`src/rtl/uart_cmd_seq.sv`:
```
// UART command sequencer: parses COM/ADR_H/ADR_L/LEN packets from a byte
// stream, issues write strobes for write packets and streams read-back data
// to the UART transmitter for read packets. An inter-byte timeout aborts
// stalled packets with a one-cycle err pulse.
module uart_cmd_seq #(
    parameter int TO_CYC = 50000
) (
    input  logic        clk,
    input  logic        rst,
    input  logic        ce_rx,
    input  logic [7:0]  rx_dat,
    input  logic [7:0]  my_dat,
    input  logic        tx_busy,
    output logic [7:0]  com,
    output logic [15:0] wr_adr,
    output logic [15:0] rd_adr,
    output logic [7:0]  wr_dat,
    output logic        ce_wr_dat,
    output logic [7:0]  tx_dat,
    output logic        st_tx,
    output logic        busy,
    output logic        err
);

    localparam int TW = $clog2(TO_CYC + 1);

    typedef enum logic [2:0] {
        IDLE,
        GET_AH,
        GET_AL,
        GET_LEN,
        WDAT,
        RWAIT,
        TXST,
        TXW
    } state_t;

    state_t        state, nxt;

    // Registered datapath and its next-state values
    logic [15:0]   adr, adr_n;
    logic [7:0]    com_n, wr_dat_n, tx_dat_n;
    logic [15:0]   wr_adr_n, rd_adr_n;
    logic          ce_wr_n, st_tx_n, err_n;
    logic [8:0]    cnt, cnt_n;          // bytes remaining; 256 needs the 9th bit
    logic [TW-1:0] to_cnt, to_n;        // cycles since the last received byte
    logic          rw_sec, rw_sec_n;    // second cycle of RWAIT
    logic          txw_first, txw_first_n;

    logic          timed;
    logic          to_exp;

    assign busy = (state != IDLE);

    // FSM state register
    always_ff @(posedge clk or posedge rst) begin
        if (rst) state <= IDLE;
        else     state <= nxt;
    end

    // Datapath and strobe registers, all cleared by reset
    always_ff @(posedge clk or posedge rst) begin
        if (rst) begin
            com       <= '0;
            adr       <= '0;
            wr_adr    <= '0;
            rd_adr    <= '0;
            wr_dat    <= '0;
            ce_wr_dat <= 1'b0;
            tx_dat    <= '0;
            st_tx     <= 1'b0;
            err       <= 1'b0;
            cnt       <= '0;
            to_cnt    <= '0;
            rw_sec    <= 1'b0;
            txw_first <= 1'b0;
        end else begin
            com       <= com_n;
            adr       <= adr_n;
            wr_adr    <= wr_adr_n;
            rd_adr    <= rd_adr_n;
            wr_dat    <= wr_dat_n;
            ce_wr_dat <= ce_wr_n;
            tx_dat    <= tx_dat_n;
            st_tx     <= st_tx_n;
            err       <= err_n;
            cnt       <= cnt_n;
            to_cnt    <= to_n;
            rw_sec    <= rw_sec_n;
            txw_first <= txw_first_n;
        end
    end

    // Next-state and datapath update logic
    always_comb begin
        nxt         = state;
        com_n       = com;
        adr_n       = adr;
        wr_adr_n    = wr_adr;
        rd_adr_n    = rd_adr;
        wr_dat_n    = wr_dat;
        ce_wr_n     = 1'b0;
        tx_dat_n    = tx_dat;
        st_tx_n     = 1'b0;
        err_n       = 1'b0;
        cnt_n       = cnt;
        rw_sec_n    = 1'b0;
        txw_first_n = 1'b0;

        // Timeout only runs while a packet is being received; a byte that
        // arrives in the expiry cycle restarts the count and wins.
        timed  = (state == GET_AH) || (state == GET_AL) ||
                 (state == GET_LEN) || (state == WDAT);
        to_exp = timed && !ce_rx && (to_cnt == TW'(TO_CYC - 1));
        to_n   = (ce_rx || !timed) ? '0 : to_cnt + TW'(1);

        // The address advances in the cycle after each write strobe
        if (ce_wr_dat) wr_adr_n = wr_adr + 16'd1;

        case (state)
            IDLE: begin
                if (ce_rx) begin
                    com_n = rx_dat;
                    nxt   = GET_AH;
                end
            end
            GET_AH: begin
                if (ce_rx) begin
                    adr_n[15:8] = rx_dat;
                    nxt         = GET_AL;
                end else if (to_exp) begin
                    err_n = 1'b1;
                    nxt   = IDLE;
                end
            end
            GET_AL: begin
                if (ce_rx) begin
                    adr_n[7:0] = rx_dat;
                    nxt        = GET_LEN;
                end else if (to_exp) begin
                    err_n = 1'b1;
                    nxt   = IDLE;
                end
            end
            GET_LEN: begin
                if (ce_rx) begin
                    cnt_n = {(rx_dat == 8'h00), rx_dat};
                    if (com[7]) begin
                        rd_adr_n = adr;
                        nxt      = RWAIT;
                    end else begin
                        wr_adr_n = adr;
                        nxt      = WDAT;
                    end
                end else if (to_exp) begin
                    err_n = 1'b1;
                    nxt   = IDLE;
                end
            end
            WDAT: begin
                // cnt reaches zero in the cycle the last strobe is out
                if (cnt == 9'd0) begin
                    nxt = IDLE;
                end else if (ce_rx) begin
                    ce_wr_n  = 1'b1;
                    wr_dat_n = rx_dat;
                    cnt_n    = cnt - 9'd1;
                end else if (to_exp) begin
                    err_n = 1'b1;
                    nxt   = IDLE;
                end
            end
            RWAIT: begin
                // Two cycles of stable rd_adr before sampling read-back data
                if (rw_sec) begin
                    tx_dat_n = my_dat;
                    nxt      = TXST;
                end else begin
                    rw_sec_n = 1'b1;
                end
            end
            TXST: begin
                if (!tx_busy) begin
                    st_tx_n     = 1'b1;
                    txw_first_n = 1'b1;
                    nxt         = TXW;
                end
            end
            TXW: begin
                // tx_busy may not have risen yet in the first cycle after st_tx
                if (!txw_first && !tx_busy) begin
                    cnt_n = cnt - 9'd1;
                    if (cnt == 9'd1) begin
                        nxt = IDLE;
                    end else begin
                        rd_adr_n = rd_adr + 16'd1;
                        nxt      = RWAIT;
                    end
                end
            end
            default: nxt = IDLE;
        endcase
    end

endmodule

```
`config.mk`:
```
export PLATFORM = sky130hd
export DESIGN_NAME = uart_cmd_seq
export DESIGN_NICKNAME = d
export VERILOG_FILES = /design/src/rtl/uart_cmd_seq.sv
export SDC_FILE = /design/constraint.sdc
export NUM_CORES = 1
export LEC_CHECK = 0
export ABC_AREA = 1
export CORE_MARGIN = 8
export CORE_UTILIZATION = 55
export DETAILED_ROUTE_END_ITERATION = 12
export PLACE_DENSITY = 0.85
export SETUP_SLACK_MARGIN = 0.15
export SLEW_MARGIN = 15
export SYNTH_ARGS = -nofsm -noshare
export SYNTH_HDL_FRONTEND = slang
export SYNTH_SLANG_ARGS = --single-unit
```
`constraint.sdc`:
```
create_clock -name clk -period 5 [get_ports clk]
set_clock_uncertainty 0.15 [all_clocks]
set_input_delay 1 -clock clk [delete_from_list [all_inputs] [get_ports clk]]
set_output_delay 1 -clock clk [all_outputs]
set_load 0.01 [all_outputs]
```
==> flow_summary.yaml, run 1 <==
status:
  status: "completed"
synth:
  synth.lib_cells_used.distinct: 37
  yosys_register_bits: 104
  ys.warnings.count: 0
  synth.avg_cell_area_um2: 7.74
  post_synth_instance_area_um2: 5410
  net_count_synth: 725
  post_synth_inst_count: 699
  synth_seq_area_share: 0.481
power_and_ir_drop:
  sequentialPowerShare: 0.430
  pwr-share-clk: 0.147
  power.density_cell_area_nw_per_um2: 534
  max-vdd-ir-drop_mv: 0.342
  internal_power_mw: 2.05
  p_sw_mw: 1.42
  post-layout-total-power_mw: 3.46
  p_leak_nw: 3.03
  p_comb_frac: 0.423
  power.share.switching: 0.409
global_route:
  wire_length_of_the_first_global_routing_pass_um: 22300
  global_route.usage.met1: 0.281
  global_route.usage.met2: 0.334
  grt_util_all_layers: 0.212
  grt_pass1_vias: 4612
  globalRouteMet3Util: 0.0478
  busiest_layer: "met2"
  number_of_antenna_violations_at_the_first_check_in_global_routing: 0
  grt_start_max_net_pins: 51
  grt_overflow_total: 0
drt:
  antenna_left: 0
  num_vias: 4910
  route.final.wire_length_um: 13600
  drt_first_iter_violations: 399
  route.detailed.wl_per_inst_um: 14.9
  post-route-drc-count: 0
  drtPass1Iterations: 5
  detailed_route_vias_per_instance: 5.37
cts:
  post_cts.resized_instances: 0
  worst_skew_pair.late_latency_ns: 0.38
  cts_tree: "done"
  clock_sinks: 104
  clock_tree_root_buffer_cell: "clkbuf_8"
  cts_hold_fix_bufs: 0
  cts_max_level: 3
  max-clock-path-buffers: 2
  clkTransAtPathRegs_ns: 0.10
  cts.repair_timing.setup_buffer_count: 0
  cts_made_buffers: 9
setup_path:
  worst-endpoint-arrival_ns: 1.94
  critical_path.endpoint_type: "output port"
  critPathRequiredTime_ns: 3.85
  critPathMaxFanout: 7
  type_of_element_launching_the_critical_path: "flip-flop"
  timing_worst_setup_path_type: "reg -> out"
timing:
  finalCriticalPeriod_ns: 3.09
  drv_slew: 0
  finalSetupViolations: 0
  totalNegativeSetupSlack_ns: 0
  maxSlewHeadroom: 0.451
  final-hold-violation-count: 0
  period_share: 0.618
  grt_setup_unrepaired: "false"
  max_clock_freq_mhz: 324
  worst_slew_pin_slew_ns: 0.824
layout:
  final_cell_count_no_fill: 915
  nNetsFinal: 803
  syn_to_final_growth_pct: 20.0
  diode_count: 0
  drive_gt1_frac: 0.0575
  finalInstanceArea_um2: 6490
  layout.core_utilization: 0.673
placed_design:
  dp_hpwl_um: 10200
  place_inst: 899
  numPortBuffers: 79
  routability_congestion_estimate: 0.945
  placed_area_um2: 6300
floorplanning:
  floorplan.initialDensity: 0.561
  std_cell_rows: 36
  io_pins: 80
  die_h_um: 115
  die_width_um: 115
  design.die.area_um2: 13300
  core-area_um2: 9640
hold_path:
  holdCritPathClass: "reg -> reg"
run:
  max-cap-violations: 0
==> worst paths after layout <==
kind,startpoint,to,slack (ns),cells past startpoint
max,state[0],busy,1.91,5
min,to_cnt[0],to_cnt[0],0.33,1
max reg2reg,state[0],cnt[1],2.53,10
min reg2reg,to_cnt[0],to_cnt[0],0.33,1
max in group asynchronous,rst,state[2],2.93,3
min in group asynchronous,rst,wr_adr[6],0.81,2
==> cell usage after synthesis, drive strengths merged <==
library cell / number / area, µm²
o211ai: 3 / 22.5
o21a: 1 / 7.51
clkbuf: 6 / 22.5
o21ai: 87 / 439
dfrtp: 104 / 2600
xor2: 12 / 105
nor3: 12 / 65.1
nor4: 4 / 25.0
a21boi: 2 / 15.0
o21bai: 1 / 7.51
nand4: 13 / 81.3
ha: 6 / 75.1
nand3b: 3 / 22.5
nand2: 200 / 763
a31oi: 7 / 43.8
mux2: 8 / 90.1
or2: 2 / 12.5
o22ai: 7 / 43.8
xnor2: 4 / 35.0
buf: 8 / 61.3
inv: 85 / 319
nor2: 78 / 303
nand3: 25 / 125
a21oi: 21 / 120
==> worst max-delay path, stage by stage, from the launching register on <==
cell	delay [ns]
dfrtp_1	0.48
inv_1	0.16
nand2_1	0.10
nor2_1	0.26
inv_1	0.07
clkdlybuf4s50_1	0.49
==> cells in the final DEF (no fill, tap or decap), drive strengths merged, types with 2 or more instances in the layout <==
| cell type | synthesis | layout |
|---|---|---|
| clkdlybuf4s50 | 0 | 79 |
| clkinv | 0 | 2 |
| mux2 | 8 | 8 |
| nand3 | 25 | 25 |
| xnor2 | 4 | 4 |
| o211ai | 3 | 3 |
| inv | 85 | 87 |
| ha | 6 | 6 |
| xor2 | 12 | 12 |
| o22ai | 7 | 7 |
| nor4 | 4 | 4 |
| dfrtp | 104 | 104 |
| nand2 | 200 | 200 |
| nor2 | 78 | 78 |
| nand3b | 3 | 3 |
| o21ai | 87 | 87 |
| clkbuf | 6 | 10 |
| nor3 | 12 | 12 |
| nand4 | 13 | 13 |
| a21oi | 21 | 21 |
| clkinvlp | 0 | 2 |
| buf | 8 | 2 |
| a21boi | 2 | 2 |
| or2 | 2 | 2 |
| a31oi | 7 | 7 |
==> power by group through the flow <==
stage          logic (mW)  clock network (mW)  registers [mW]
3_5_place_dp         1.47                   0            1.50
4_1_cts              1.48               0.520            1.48
6_report             1.47               0.509            1.49
2_1_floorplan       0.758                   0            1.50
3_3_place_gp         1.42                   0            1.48
5_1_grt              1.64               0.551            1.53
==> metal layers <==
metal  vias up  routed length (µm)
li1       2414                   -
met1      2306                5990
met2       175                6310
met3        15                1080
met4         0                 208
met5         -                   0
==> registers in the layout, indices dropped and copies added, names as in the netlist <==
signal / flops
adr: 16
err: 1
wr_dat: 8
state: 3
ce_wr_dat: 1
com: 8
wr_adr: 16
tx_dat: 8
rd_adr: 16
rw_sec: 1
cnt: 9
txw_first: 1
to_cnt: 16
==> logic make-up (layout without fill, tap and decap cells) <==
| logic type | Yosys count | in the layout | share of synthesized area |
|---|---|---|---|
| muxes | 8 | 8 | 0.0167 |
| xor gates and xnor gates | 16 | 16 | 0.0259 |
| buffers and inverters | 99 | 182 | 0.0745 |
| DFF | 104 | 104 | 0.481 |
| and+or+nand+nor | 337 | 337 | 0.258 |
| AOI/OAI and AO/OA | 129 | 129 | 0.129 |
| adders and majority gates | 6 | 6 | 0.0139 |
==> cell type report <==
| cell class | count | area (µm²) |
|---|---|---|
| Timing Repair Buffer | 81 | 806 |
| Fill cell | 828 | 3150 |
| Clock inverter | 6 | 52.6 |
| Sequential cell | 104 | 2600 |
| Clock buffer | 10 | 138 |
| Multi-Input combinational cell | 496 | 2400 |
| Inverter | 85 | 322 |
| Tap cell | 133 | 166 |
==> metrics by stage <==
stage	hold slack, ns	setup slack [ns]
2_1_floorplan	0.282	1.12
3_3_place_gp	0.299	1.91
3_5_place_dp	0.319	1.86
4_1_cts	0.333	1.90
5_1_grt	0.366	1.79
6_report	0.335	1.91
Power figures use the tool's default switching activity.
==> inputs of run 2 (changes only) <==
--- a/config.mk
+++ b/config.mk
@@ -7,9 +7,9 @@
 export LEC_CHECK = 0
 export ABC_AREA = 1
 export CORE_MARGIN = 8
-export CORE_UTILIZATION = 55
+export CORE_UTILIZATION = 49
 export DETAILED_ROUTE_END_ITERATION = 12
-export PLACE_DENSITY = 0.85
+export PLACE_DENSITY = 0.8
 export SETUP_SLACK_MARGIN = 0.15
 export SLEW_MARGIN = 15
 export SYNTH_ARGS = -nofsm -noshare
==> constraint.sdc (replaced) <==
create_clock -name clk -period 2.7 [get_ports clk]
set_clock_uncertainty 0.15 [all_clocks]
set_input_delay 0.54 -clock clk [delete_from_list [all_inputs] [get_ports clk]]
set_output_delay 0.54 -clock clk [all_outputs]
set_load 0.01 [all_outputs]
==> flow_summary.yaml, run 2 (synthesis results as in run 1) <==
status:
  status: "completed"
setup_path:
  critPathRequiredTime_ns: 2.01
  worst-endpoint-arrival_ns: 1.75
  worstPathCellList: "inv_1 -> nand2_1 -> nor2_4 -> inv_1 -> clkdlybuf4s50_1"
  crit_path_frequent_cell: "inv_1"
  critPathSlowestCell: "clkdlybuf4s50_1"
  type_of_element_launching_the_critical_path: "flip-flop"
  timing_worst_setup_path_type: "reg -> out"
  critical_path.endpoint_type: "output port"
  timing.critical_path.slowest_cell_delay_ns: 0.48
  critPathMaxFanout: 7
cts:
  clock_tree_root_buffer_cell: "clkbuf_8"
  cts_max_level: 3
  cts_tree: "done"
  clock_sinks: 104
  clkTransAtPathRegs_ns: 0.11
  cts_made_buffers: 9
  worst_skew_pair.late_latency_ns: 0.38
  max-clock-path-buffers: 2
layout:
  mostFrequentLayoutCells: "nand2_1, dfrtp_1, clkdlybuf4s50_1"
  syn_to_final_growth_pct: 22.6
  final_cell_count_no_fill: 932
  layout.cells.most_common: "nand2_1"
  drive_gt1_frac: 0.0745
  layout.core_utilization: 0.614
  nNetsFinal: 813
  fillers: 952
  diode_count: 0
timing:
  finalCriticalPeriod_ns: 2.44
  maxSlewHeadroom: 0.703
  worst_slew_pin_slew_ns: 0.444
  max_clock_freq_mhz: 410
  totalNegativeSetupSlack_ns: 0
  grt_setup_unrepaired: "false"
  finalSetupViolations: 0
  drv_slew: 0
  final-hold-violation-count: 0
  period_share: 0.903
global_route:
  grt_overflow_total: 0
  number_of_antenna_violations_at_the_first_check_in_global_routing: 0
  grt_pass1_vias: 4811
  grt_util_all_layers: 0.194
  grt_start_max_net_pins: 65
  wire_length_of_the_first_global_routing_pass_um: 23100
placed_design:
  numPortBuffers: 79
  routability_congestion_estimate: 0.898
  place_inst: 915
  dp_hpwl_um: 10400
floorplanning:
  core-area_um2: 10800
  floorplan.initialDensity: 0.501
  io_pins: 80
  std_cell_rows: 38
  design.die.area_um2: 14700
  die_h_um: 121
  die_width_um: 121
drt:
  highest-signal-layer: "met4"
  drtPass1Iterations: 5
  detailed_route_vias_per_instance: 5.31
  num_vias: 4945
  met3WireLength_um: 914
  post-route-drc-count: 0
  route.detailed.wl_per_inst_um: 14.7
  antenna_left: 0
  route.final.wire_length_um: 13700
  wirelength_met1_um: 6040
  met2WireLength_um: 6390
  drt_first_iter_violations: 325
run:
  max-cap-violations: 0
power_and_ir_drop:
  max-vdd-ir-drop_mv: 0.436
  p_leak_nw: 3.09
  power.density_cell_area_nw_per_um2: 1000
hold_path:
  holdCritPathClass: "in -> async"
==> run 2: changes by cell type in the layout (fill, tap and decap cells not counted), moves of 2 or more <==
cell / delta
dfrtp_1: -2
inv_6: +2
bufinv_16: +2
clkinv_4: -2
dfrtp_2: +2
buf_4: +9
==> run 2: final timing paths <==
path | from | end | slack, ns | cells past startpoint
worst max-delay path | state[1] | busy | 0.26 | 5
worst min-delay path | rst | wr_adr[7] | 0.31 | 2
worst max register to register | rd_adr[0] | rd_adr[14] | 0.70 | 8
worst min register to register | to_cnt[0] | to_cnt[0] | 0.32 | 1
max in group asynchronous | rst | wr_dat[1] | 1.40 | 3
min in group clk | to_cnt[0] | to_cnt[0] | 0.32 | 1
==> run 2: metrics by stage <==
stage               cell area, µm²  total power, mW  hold WS, ns  worst slack, ns
global route                  6630             7.13        0.326            0.149
floorplan                     5410             4.19        0.282            0.764
finish                        6630             6.64        0.314            0.262
CTS                           6620             6.67        0.317            0.187
detailed placement            6390             5.54        0.313            0.220
global placement              6390             5.43        0.301            0.256
==> run 2: cell type report <==
class                      count  area, µm²  share of cell area
clock buffer                   9        124              0.0187
clock inverter                 7        101              0.0153
multi-input combinational    496       2410               0.363
timing repair buffer          91        893               0.135
tap                          140        175              0.0264
sequential                   104       2610               0.393
inverter                      85        323              0.0487
==> run 2: metal layers <==
layer  GRT usage  vias up
li1            -     2433
met1       0.250     2310
met2       0.306      176
met3      0.0419       26
met4      0.0859        0
met5           0        -
==> run 2: where the power goes <==
part,switching (mW),total (mW),internal [mW]
combinational,1.46,2.77,1.31
clock,0.573,1.11,0.532
sequential,0.613,2.76,2.15
total,2.64,6.64,3.99
==> run 2: critical path, delay by kind of cell, from the launching register on <==
kind                   cells  cell delay [ns]
buffers and inverters      3             0.64
DFF                        1             0.47
and+or+nand+nor            2             0.27
==> run 2: what timing repair did <==
action,CTS,global route
resized for setup,2,3
setup endpoints to repair,1,1
buffers inserted,0,1
hold buffers,0,0
==> inputs of run 3 (changes only) <==
--- a/config.mk
+++ b/config.mk
@@ -7,9 +7,10 @@
 export LEC_CHECK = 0
 export ABC_AREA = 1
 export CORE_MARGIN = 8
-export CORE_UTILIZATION = 49
+export CORE_UTILIZATION = 57
 export DETAILED_ROUTE_END_ITERATION = 12
-export PLACE_DENSITY = 0.8
+export DONT_BUFFER_PORTS = 1
+export PLACE_DENSITY = 0.79
 export SETUP_SLACK_MARGIN = 0.15
 export SLEW_MARGIN = 15
 export SYNTH_ARGS = -nofsm -noshare
==> flow_summary.yaml, run 3 (synthesis results as in run 1) <==
status:
  status: "complete, but fails checks"
  failing_checks: "hold timing"
drt:
  route.detailed.wl_per_inst_um: 15.9
  drtPass1Iterations: 5
  num_vias: 4674
  route.final.wire_length_um: 13300
  antenna_left: 0
  detailed_route_vias_per_instance: 5.58
  drt_first_iter_violations: 352
  post-route-drc-count: 0
cts:
  cts_tree: "done"
  cts_max_level: 3
  max-clock-path-buffers: 2
  post_cts.resized_instances: 0
  worst_skew_pair.late_latency_ns: 0.38
  cts.repair_timing.setup_buffer_count: 0
  cts_hold_fix_bufs: 0
  cts_made_buffers: 9
  clkTransAtPathRegs_ns: 0.11
  clock_sinks: 104
  clock_tree_root_buffer_cell: "clkbuf_8"
timing:
  final-hold-violation-count: 3
  grt_setup_unrepaired: "false"
  worst_slew_pin_slew_ns: 0.758
  maxSlewHeadroom: 0.493
  hold_ws_ns: -0.00469
  period_share: 0.834
  finalSetupViolations: 0
  drv_slew: 0
  max_clock_freq_mhz: 444
  totalNegativeSetupSlack_ns: 0
  finalCriticalPeriod_ns: 2.25
  layout_setup_ws_ns: 0.448
layout:
  drive_gt1_frac: 0.0706
  fillers: 816
  multiInputGateArea_um2: 2410
  diode_count: 0
  layout.cells.most_common: "nand2_1"
  seq_area_um2: 2600
  layout.core_utilization: 0.625
  finalInstanceArea_um2: 5780
  nNetsFinal: 729
  final_cell_count_no_fill: 837
  mostFrequentLayoutCells: "nand2_1, dfrtp_1, inv_1"
  syn_to_final_growth_pct: 6.87
run:
  max-cap-violations: 0
placed_design:
  place_inst: 820
  pre_cts_setup_slack_ns: 0.380
  placed_area_um2: 5550
  routability_congestion_estimate: 0.954
  dp_hpwl_um: 9820
  numPortBuffers: 0
floorplanning:
  die_h_um: 113
  design.die.area_um2: 12900
  std_cell_rows: 35
  core-area_um2: 9240
  die_width_um: 113
  io_pins: 80
  floorplan.initialDensity: 0.585
power_and_ir_drop:
  pwr-share-clk: 0.189
  power.share.switching: 0.434
  p_comb_frac: 0.297
  power.density_cell_area_nw_per_um2: 1010
  p_leak_nw: 2.77
  sequentialPowerShare: 0.514
  internal_power_mw: 3.31
  p_sw_mw: 2.54
  post-layout-total-power_mw: 5.85
  max-vdd-ir-drop_mv: 0.503
global_route:
  wire_length_of_the_first_global_routing_pass_um: 21800
  grt_util_all_layers: 0.211
  number_of_antenna_violations_at_the_first_check_in_global_routing: 0
  grt_pass1_vias: 4483
  grt_overflow_total: 0
  grt_start_max_net_pins: 46
setup_path:
  critical_path.endpoint_type: "flip-flop"
  flop_to_flop_setup_slack_ns: 0.45
  type_of_element_launching_the_critical_path: "flip-flop"
  critPathMaxFanout: 17
  timing.rr.start: "state[1]"
  critPathRequiredTime_ns: 2.86
  timing_worst_setup_path_type: "reg -> reg"
  reg_to_reg_end: "cnt[0]"
  r2r_cells: 10
  worst-endpoint-arrival_ns: 2.41
hold_path:
  holdCritPathClass: "in -> async"
## run 3: metal layers
layer	track usage	part of all wire	vias up
met5	0	0	-
met4	0.0870	0.029	0
met3	0.0613	0.097	31
met2	0.337	0.45	193
met1	0.263	0.42	2180
li1	-	-	2270
## run 3: power by group through the flow
stage	combinational [mW]	clock [mW]	sequential, mW
floorplan	1.40	0	2.79
global placement	1.63	0	3.03
detailed placement	1.70	0	3.05
CTS	1.72	1.11	3.02
global route	2.03	1.17	3.10
finish	1.74	1.11	3.01
## run 3: critical path: stages (launching register included)
cell and delay [ns]:
dfrtp_1 0.47, nand2_2 0.16, nor2_4 0.31, inv_2 0.22
nand2_4 0.19, inv_2 0.08, a21oi_2 0.14, nand2_2 0.11
inv_2 0.19, nand2_1 0.09, o21ai_1 0.08
## run 3: cell type report
cell class | instances | share of cell area
Inverter | 85 | 0.0559
Multi-Input combinational cell | 497 | 0.417
Tap cell | 129 | 0.0279
Timing Repair Buffer | 6 | 0.00996
Sequential cell | 104 | 0.450
Clock inverter | 7 | 0.0178
Clock buffer | 9 | 0.0214
## run 3: worst max-delay path by stage
stage / from / endpoint / slack (ns) / cells past startpoint
after floorplan: rst / adr[0] / 0.76 / 1
after global placement: state[0] / cnt[4] / 0.46 / 10
after detailed placement: state[1] / cnt[8] / 0.38 / 10
after CTS: state[2] / cnt[8] / 0.37 / 10
after global routing: state[0] / cnt[8] / 0.29 / 10
final: state[1] / cnt[0] / 0.45 / 10
